--- config.mk ---
export PLATFORM = sky130hd
export DESIGN_NAME = rollingsum_discr
export DESIGN_NICKNAME = d
export VERILOG_FILES = /design/src/rtl/rollingsum_discr.sv
export SDC_FILE = /design/constraint.sdc
export NUM_CORES = 1
export LEC_CHECK = 0
export ABC_AREA = 1
export CORE_UTILIZATION = 50
export DETAILED_ROUTE_END_ITERATION = 10
export PLACE_DENSITY = 0.75
export SLEW_MARGIN = 10
export SYNTH_ARGS = -nofsm -noshare
export SYNTH_HDL_FRONTEND = slang
export SYNTH_SLANG_ARGS = --single-unit
--- constraint.sdc ---
create_clock -name clk -period 7.2 [get_ports clk]
set_clock_uncertainty 0.15 [all_clocks]
set_input_delay 2.16 -clock clk [delete_from_list [all_inputs] [get_ports clk]]
set_output_delay 2.16 -clock clk [all_outputs]
set_load 0.01 [all_outputs]
--- src/rtl/rollingsum_discr.sv ---
// Threshold discriminator on a rolling-sum stream: fires a one-cycle trigger on a
// crossing, tracks peak and time-over-threshold, then waits out a holdoff before re-arming.
module rollingsum_discr (
   input  logic        clk,
   input  logic        rst_n,
   input  logic [18:0] sum_in,
   input  logic        sum_valid,
   input  logic        enable,
   input  logic [18:0] thresh,
   input  logic [18:0] hyst,
   input  logic [15:0] holdoff_len,
   output logic        trig_out,
   output logic [18:0] peak_out,
   output logic [15:0] tot_out,
   output logic        peak_valid
);

   typedef enum logic [1:0] {StIdle, StArmed, StOver, StHoldoff} state_e;

   state_e      state_q, state_d;
   logic [18:0] peak_q, peak_d;
   logic [15:0] tot_q, tot_d;
   logic [15:0] cnt_q, cnt_d;
   logic        trig_q, trig_d;
   logic        pv_q, pv_d;
   logic [18:0] peak_out_q, peak_out_d;
   logic [15:0] tot_out_q, tot_out_d;
   logic [18:0] lower;

   // Re-arm level; clamps to zero rather than wrapping when hyst exceeds thresh.
   assign lower = (hyst > thresh) ? 19'd0 : (thresh - hyst);

   always_comb begin
      state_d    = state_q;
      peak_d     = peak_q;
      tot_d      = tot_q;
      cnt_d      = cnt_q;
      trig_d     = 1'b0;
      pv_d       = 1'b0;
      peak_out_d = peak_out_q;
      tot_out_d  = tot_out_q;
      if (!enable) begin
         state_d = StIdle;
      end else begin
         case (state_q)
            StIdle: begin
               state_d = StArmed;
            end
            StArmed: begin
               if (sum_valid && (sum_in >= thresh)) begin
                  trig_d  = 1'b1;
                  peak_d  = sum_in;
                  tot_d   = 16'd1;
                  state_d = StOver;
               end
            end
            StOver: begin
               if (sum_valid) begin
                  if (sum_in >= lower) begin
                     if (sum_in > peak_q) begin
                        peak_d = sum_in;
                     end
                     if (tot_q != 16'hFFFF) begin
                        tot_d = tot_q + 16'd1;
                     end
                  end else begin
                     pv_d       = 1'b1;
                     peak_out_d = peak_q;
                     tot_out_d  = tot_q;
                     if (holdoff_len == 16'd0) begin
                        state_d = StArmed;
                     end else begin
                        state_d = StHoldoff;
                        cnt_d   = holdoff_len;
                     end
                  end
               end
            end
            StHoldoff: begin
               // The counter holds the cycles still to spend here, including this one.
               if (cnt_q <= 16'd1) begin
                  cnt_d   = 16'd0;
                  state_d = StArmed;
               end else begin
                  cnt_d = cnt_q - 16'd1;
               end
            end
            default: begin
               state_d = StIdle;
            end
         endcase
      end
   end

   always_ff @(posedge clk) begin
      if (!rst_n) begin
         state_q    <= StIdle;
         peak_q     <= 19'd0;
         tot_q      <= 16'd0;
         cnt_q      <= 16'd0;
         trig_q     <= 1'b0;
         pv_q       <= 1'b0;
         peak_out_q <= 19'd0;
         tot_out_q  <= 16'd0;
      end else begin
         state_q    <= state_d;
         peak_q     <= peak_d;
         tot_q      <= tot_d;
         cnt_q      <= cnt_d;
         trig_q     <= trig_d;
         pv_q       <= pv_d;
         peak_out_q <= peak_out_d;
         tot_out_q  <= tot_out_d;
      end
   end

   assign trig_out   = trig_q;
   assign peak_valid = pv_q;
   assign peak_out   = peak_out_q;
   assign tot_out    = tot_out_q;

endmodule

==> flow_metrics.py, run 1 <==
metrics = {
    "die": {
        "num_rows": 43,
        "die_w_um": 122,
        "pin_count": 114,
        "core_area_um2": 13900,
        "die_h_um": 122,
        "initial_utilization_pct": 51.6,
        "die-area_um2": 14900,
    },
    "logic_synthesis": {
        "synth_seq_area_share_pct": 25.1,
        "netlist_area_um2": 7190,
        "synth.avg_cell_area_um2": 6.34,
        "ys_top_cells_by_area": "dfxtp_1 25%, nand2_1 16%, ha_1 14%, inv_1 8.1%, nor2_1 8.0%",
        "syn-num-nets": 1295,
        "yosys_warnings": 0,
        "synth_top_cell_area_share_pct": 25.1,
        "synth-seq-cells": 90,
        "synth_top_area_cell": "dfxtp_1",
        "syn-instance-count": 1134,
        "synth_cell_types": 42,
    },
    "worst_hold_path": {
        "holdPathStages": 2,
        "min_path_type": "reg -> reg",
    },
    "timing": {
        "finalHoldViolCount": 0,
        "post-route-period-util_pct": 89.6,
        "tightestPinTransition_ps": 1020,
        "layout_min_cycle_time_ps": 6450,
        "rsz0062_at_grt": "no",
        "max_freq_ghz": 0.155,
        "slew_headroom_pct": 31.4,
        "fin_setup_tns_ps": 0,
        "maxSlewViolCount": 0,
        "setup_violations": 0,
    },
    "detailed_routing": {
        "avgRoutedWirePerCell_um": 11.9,
        "dr.pass1.iters": 5,
        "ant_nets": 0,
        "drc_errors": 0,
        "drt-initial-drc-count": 362,
        "viasPerCell": 5.06,
        "totalWireLength_mm": 16.9,
        "vias": 7152,
    },
    "layout": {
        "fin_nets": 1390,
        "syn_to_final_growth_pct": 21.2,
        "layout_common_cells": "305 x nand2_1, 155 x inv_1, 153 x nor2_1",
        "fillers": 1377,
        "diodes": 0,
        "drive_gt1_share_pct": 5.02,
        "final_common_cell": "nand2_1",
    },
    "grt": {
        "antenna_found_initial": 0,
        "grt.overflow.total": 0,
        "grt_pass1_wl_mm": 29.5,
        "grt_pass1_vias": 6705,
        "grt_max_degree": 54,
        "grt_util_all_layers_pct": 24.3,
    },
    "power_and_ir_drop": {
        "total_power_w": 0.00144,
        "vdd_ir_drop_max_v": 0.0000953,
        "p_leak_nw": 4.25,
        "p_per_area_nw_per_um2": 165,
    },
    "worst_setup_path": {
        "max_stage_delay_ps": 510,
        "worstPathCellList": "clkdlybuf4s50_1 > inv_1 > ha_1 > inv_1 > fa_1 > nand3_1 > nand2_1 > nand3_1 > nand2_1 > a21boi_1 > o21bai_1 > or2_2 > nand3_1 > ha_1 > a21oi_1 > o21ai_0 > nor2_1 > nand4_2 > nor2_4 > nand2_2 > nand2_1 > a21oi_1",
        "critPathKind": "in -> reg",
        "critPathSlowestCell": "nand2_2",
        "worst_ep_required_time_ps": 7240,
        "critPathArrivalTime_ps": 6490,
        "endpoint_kind": "register",
        "r2r_cells": 7,
        "cp_top_family": "simple AND/OR/NAND/NOR gates",
        "path_max_fanout": 36,
        "crit_buf_inv": 3,
        "cp_num_cells": 22,
        "start_kind": "input pin",
    },
    "clock_network": {
        "cts.sinks": 90,
        "clkSlewWorstSetupHoldPaths_ps": 60,
        "cts_tree": "yes",
        "cts_resized": 0,
        "insertion_delay_ps": 350,
        "cts_max_path_buffers": 2,
        "cts_root_buffer": "clkbuf_16",
        "cts-htree-levels": 3,
        "cts_hold_buf": 0,
        "cts_buffers": 9,
        "cts_setup_buffers": 0,
    },
    "place": {
        "gp_congestion": 0.920,
        "dpl.hpwl_mm": 13.0,
        "numPortBuffers": 113,
    },
    "status": {
        "status": "complete, no violations",
    },
    "job": {
        "maxCapViolCount": 0,
    },
}
[synth_stat cells, drive strengths merged]
library cell and count:
nand3 74, nand3b 2, clkbuf 11, ha 83, fa 1, or2 11
a211o 1, inv 159, xnor2 3, o22ai 6, o21ai 34, o21a 1
and2 1, a31oi 3, nor4 4, a21o 5, buf 22, a21boi 4
nor3 11, nor2 159, nand4 28, xor2 16, o211ai 2, dfxtp 90
clkinv 2, o21bai 2, nand2 318, a21oi 81
[flip-flops by register name (all words and copies together) (netlist names)]
| signal | flops |
|---|---|
| state_q | 2 |
| peak_q | 19 |
| peak_valid | 1 |
| tot_out | 16 |
| trig_out | 1 |
| cnt_q | 16 |
| peak_out | 19 |
| tot_q | 16 |
[area by class of cell]
type,count,area (um2),share of cell area [%]
Clock inverter,5,61.3,0.704
Tap cell,180,225,2.58
Timing Repair Buffer,117,1160,13.3
Multi-Input combinational cell,850,4610,52.9
Sequential cell,90,1800,20.7
Clock buffer,11,253,2.90
Inverter,161,604,6.94
[where the power goes]
part	internal (W)	switching, W	leakage (nW)	total (W)
Combinational	0.000172	0.000243	3.38	0.000415
Clock	0.000289	0.000199	0.144	0.000489
Sequential	0.000518	0.0000188	0.729	0.000537
[tightest hold or removal path, cell delays in order (launching register included)]
cell     delay [ps]
dfxtp_1         310
nand2_1          60
a21oi_1          50
[layer usage]
layer  vias to the layer above  track usage [%]  wire length, um
li1                       3810                -                -
met1                      3154             30.4             7810
met2                       166             43.4             8080
met3                        22             2.43              676
met4                         0             7.95              309
met5                         -                0                0
[metrics by stage]
| step | worst slack (ps) | instance area, um2 | hold slack, ps | std cells | util (%) |
|---|---|---|---|---|---|
| floorplan | 1860 | 7190 | 312 | 1134 | - |
| global placement | 503 | 8400 | 299 | 1398 | 60.3 |
| detailed placement | 429 | 8400 | 302 | 1398 | 60.3 |
| CTS | 787 | 8710 | 312 | 1414 | 62.5 |
| global route | 315 | 8710 | 336 | 1414 | 62.5 |
| finish | 751 | 8710 | 309 | 1414 | 62.5 |
[path summary, 6_finish.rpt]
kind / from / end / slack [ps]
hold / removal: tot_out[14]$_SDFFE_PN0P_ / tot_out[14]$_SDFFE_PN0P_ / 310
setup / recovery: thresh[0] / peak_out[5]$_SDFFE_PN0P_ / 750
hold reg to reg: tot_out[14]$_SDFFE_PN0P_ / tot_out[14]$_SDFFE_PN0P_ / 310
setup reg to reg: state_q[0]$_SDFFE_PN0P_ / peak_out[5]$_SDFFE_PN0P_ / 4320
[kinds of logic after synthesis]
logic type      Yosys count  synth area share [%]
xor+xnor                 19                  2.31
compound gates          139                  10.4
fa+ha+maj                84                  14.7
flops                    90                  25.1
buf+inv                 194                  10.9
simple gates            608                  36.6
(Power assumes the default switching activity.)
==> run 2, diff against run 1 <==
--- a/config.mk
+++ b/config.mk
@@ -6,6 +6,7 @@
 export NUM_CORES = 1
 export LEC_CHECK = 0
 export ABC_AREA = 1
+export CORE_ASPECT_RATIO = 0.5
 export CORE_UTILIZATION = 50
 export DETAILED_ROUTE_END_ITERATION = 10
 export PLACE_DENSITY = 0.75
==> run 2 against run 1 <==
Worst setup slack better by 270 ps; die area up 0.20%; sequential power about the same; utilization up 0.46 points; final cell count up 0.64%; critical path depth up 1; wire length up 3.2%; cell area down 0.42%; register-to-register slack worse by 20 ps; via count up 0.77%; largest cell class unchanged.
==> flow_metrics.py, run 2 (synthesized netlist as in run 1, its figures left out) <==
metrics = {
    "status": {
        "status": "complete, no violations",
    },
    "timing": {
        "finalHoldViolCount": 0,
        "max_freq_ghz": 0.162,
        "maxSlewViolCount": 0,
        "rsz0062_at_grt": "no",
        "fin_setup_tns_ps": 0,
        "slew_headroom_pct": 29.7,
        "worst_slack_ps": 1020,
        "setup_violations": 0,
        "layout_min_cycle_time_ps": 6180,
        "post-route-period-util_pct": 85.8,
        "tightestPinTransition_ps": 1050,
    },
    "grt": {
        "grt_pass1_vias": 6407,
        "grt.overflow.total": 0,
        "grt_max_degree": 54,
        "grt_pass1_wl_mm": 28.7,
        "antenna_found_initial": 0,
        "grt_util_all_layers_pct": 23.7,
    },
    "worst_setup_path": {
        "critPathKind": "in -> reg",
        "worst_ep_required_time_ps": 7280,
        "r2r_slack_ps": 4300,
        "path_max_fanout": 38,
        "critPathArrivalTime_ps": 6260,
        "max_stage_delay_ps": 440,
        "start_kind": "input pin",
        "worst_path_most_repeated_cell": "nand2_1",
        "endpoint_kind": "register",
        "critPathSlowestCell": "clkdlybuf4s50_1",
        "worstPathCellList": "clkdlybuf4s50_1 > inv_1 > ha_1 > inv_1 > fa_1 > nand3_1 > nand2_1 > nand3_1 > nand2_1 > a21boi_1 > o21bai_1 > or2_2 > nand3_1 > ha_1 > a21oi_1 > o21ai_0 > nor3_1 > nand3_2 > nand4_2 > buf_4 > nand2_1 > nand2_1 > nor2_2",
    },
    "clock_network": {
        "cts_buffers": 9,
        "cts_resized": 0,
        "clkSlewWorstSetupHoldPaths_ps": 60,
        "cts_max_path_buffers": 2,
        "cts_setup_buffers": 0,
        "insertion_delay_ps": 340,
        "cts-htree-levels": 3,
        "cts.sinks": 90,
        "cts_tree": "yes",
        "cts_hold_buf": 0,
        "cts_root_buffer": "clkbuf_16",
    },
    "detailed_routing": {
        "totalWireLength_mm": 17.4,
        "vias": 7207,
        "avgRoutedWirePerCell_um": 12.2,
        "drc_errors": 0,
        "ant_nets": 0,
        "viasPerCell": 5.06,
        "dr.pass1.iters": 5,
        "drt-initial-drc-count": 271,
    },
    "die": {
        "core_area_um2": 13800,
        "die_h_um": 86.8,
        "pin_count": 114,
        "num_rows": 30,
        "die_w_um": 172,
        "initial_utilization_pct": 52.2,
        "die-area_um2": 14900,
    },
    "layout": {
        "drive_gt1_share_pct": 4.71,
        "syn_to_final_growth_pct": 20.7,
        "fin_nets": 1389,
        "diodes": 0,
        "final_common_cell": "nand2_1",
        "layout_common_cells": "305 x nand2_1, 155 x inv_1, 153 x nor2_1",
        "fin_area_um2": 8680,
    },
    "place": {
        "dpl.hpwl_mm": 13.4,
        "gp_congestion": 0.904,
        "dpl_cell_area_um2": 8400,
        "numPortBuffers": 113,
        "pre_cts_ws_ps": 726,
    },
    "power_and_ir_drop": {
        "vdd_ir_drop_max_v": 0.000115,
        "p_per_area_nw_per_um2": 162,
        "p_leak_nw": 4.24,
    },
    "job": {
        "maxCapViolCount": 0,
    },
    "worst_hold_path": {
        "min_path_type": "reg -> reg",
    },
}
-- run 2: routing by layer --
| metal | global-route usage (%) | up-vias | wire (um) |
|---|---|---|---|
| met5 | 0 | - | 0 |
| met4 | 5.52 | 0 | 148 |
| met3 | 3.06 | 12 | 608 |
| met2 | 40.2 | 126 | 8040 |
| met1 | 32.0 | 3257 | 8620 |
| li1 | - | 3812 | - |
-- run 2: area by class of cell --
type | instances | area [um2]
fillers | 1293 | 5100
repair buffers | 116 | 1150
inverters | 161 | 604
well taps | 192 | 240
clock buffers | 11 | 233
flip-flops and latches | 90 | 1800
clock inverters | 3 | 42.5
multi-input cells | 850 | 4610
-- run 2: per-stage QoR --
step / utilization (%) / cells / total power (W) / hold WS, ps
finish: 63.0 / 1423 / 0.00141 / 311
global route: 63.0 / 1423 / 0.00150 / 331
CTS: 63.0 / 1423 / 0.00141 / 314
detailed placement: 61.0 / 1409 / 0.000965 / 306
global placement: 61.0 / 1409 / 0.000952 / 297
floorplan: - / 1134 / 0.000846 / 312
-- run 2: path summary, 6_finish.rpt --
check	cells past startpoint	startpoint	end
min	2	tot_out[6]$_SDFFE_PN0P_	tot_out[6]$_SDFFE_PN0P_
max reg2reg	7	state_q[0]$_SDFFE_PN0P_	tot_out[13]$_SDFFE_PN0P_
min reg2reg	2	tot_out[6]$_SDFFE_PN0P_	tot_out[6]$_SDFFE_PN0P_
max	23	thresh[0]	peak_q[4]$_SDFFE_PN0P_
-- run 2: critical path: cells and delay by family --
family	cells	cell delay (ps)
adder cells (fa/ha/maj)	3	790
AND/OR/NAND/NOR	12	1660
AO/OA/AOI/OAI	4	660
buffers and inverters	4	950
-- run 2: report_power, final --
| group | internal (W) | switching [W] |
|---|---|---|
| Sequential | 0.000518 | 0.0000190 |
| Clock | 0.000265 | 0.000185 |
| Combinational | 0.000172 | 0.000249 |
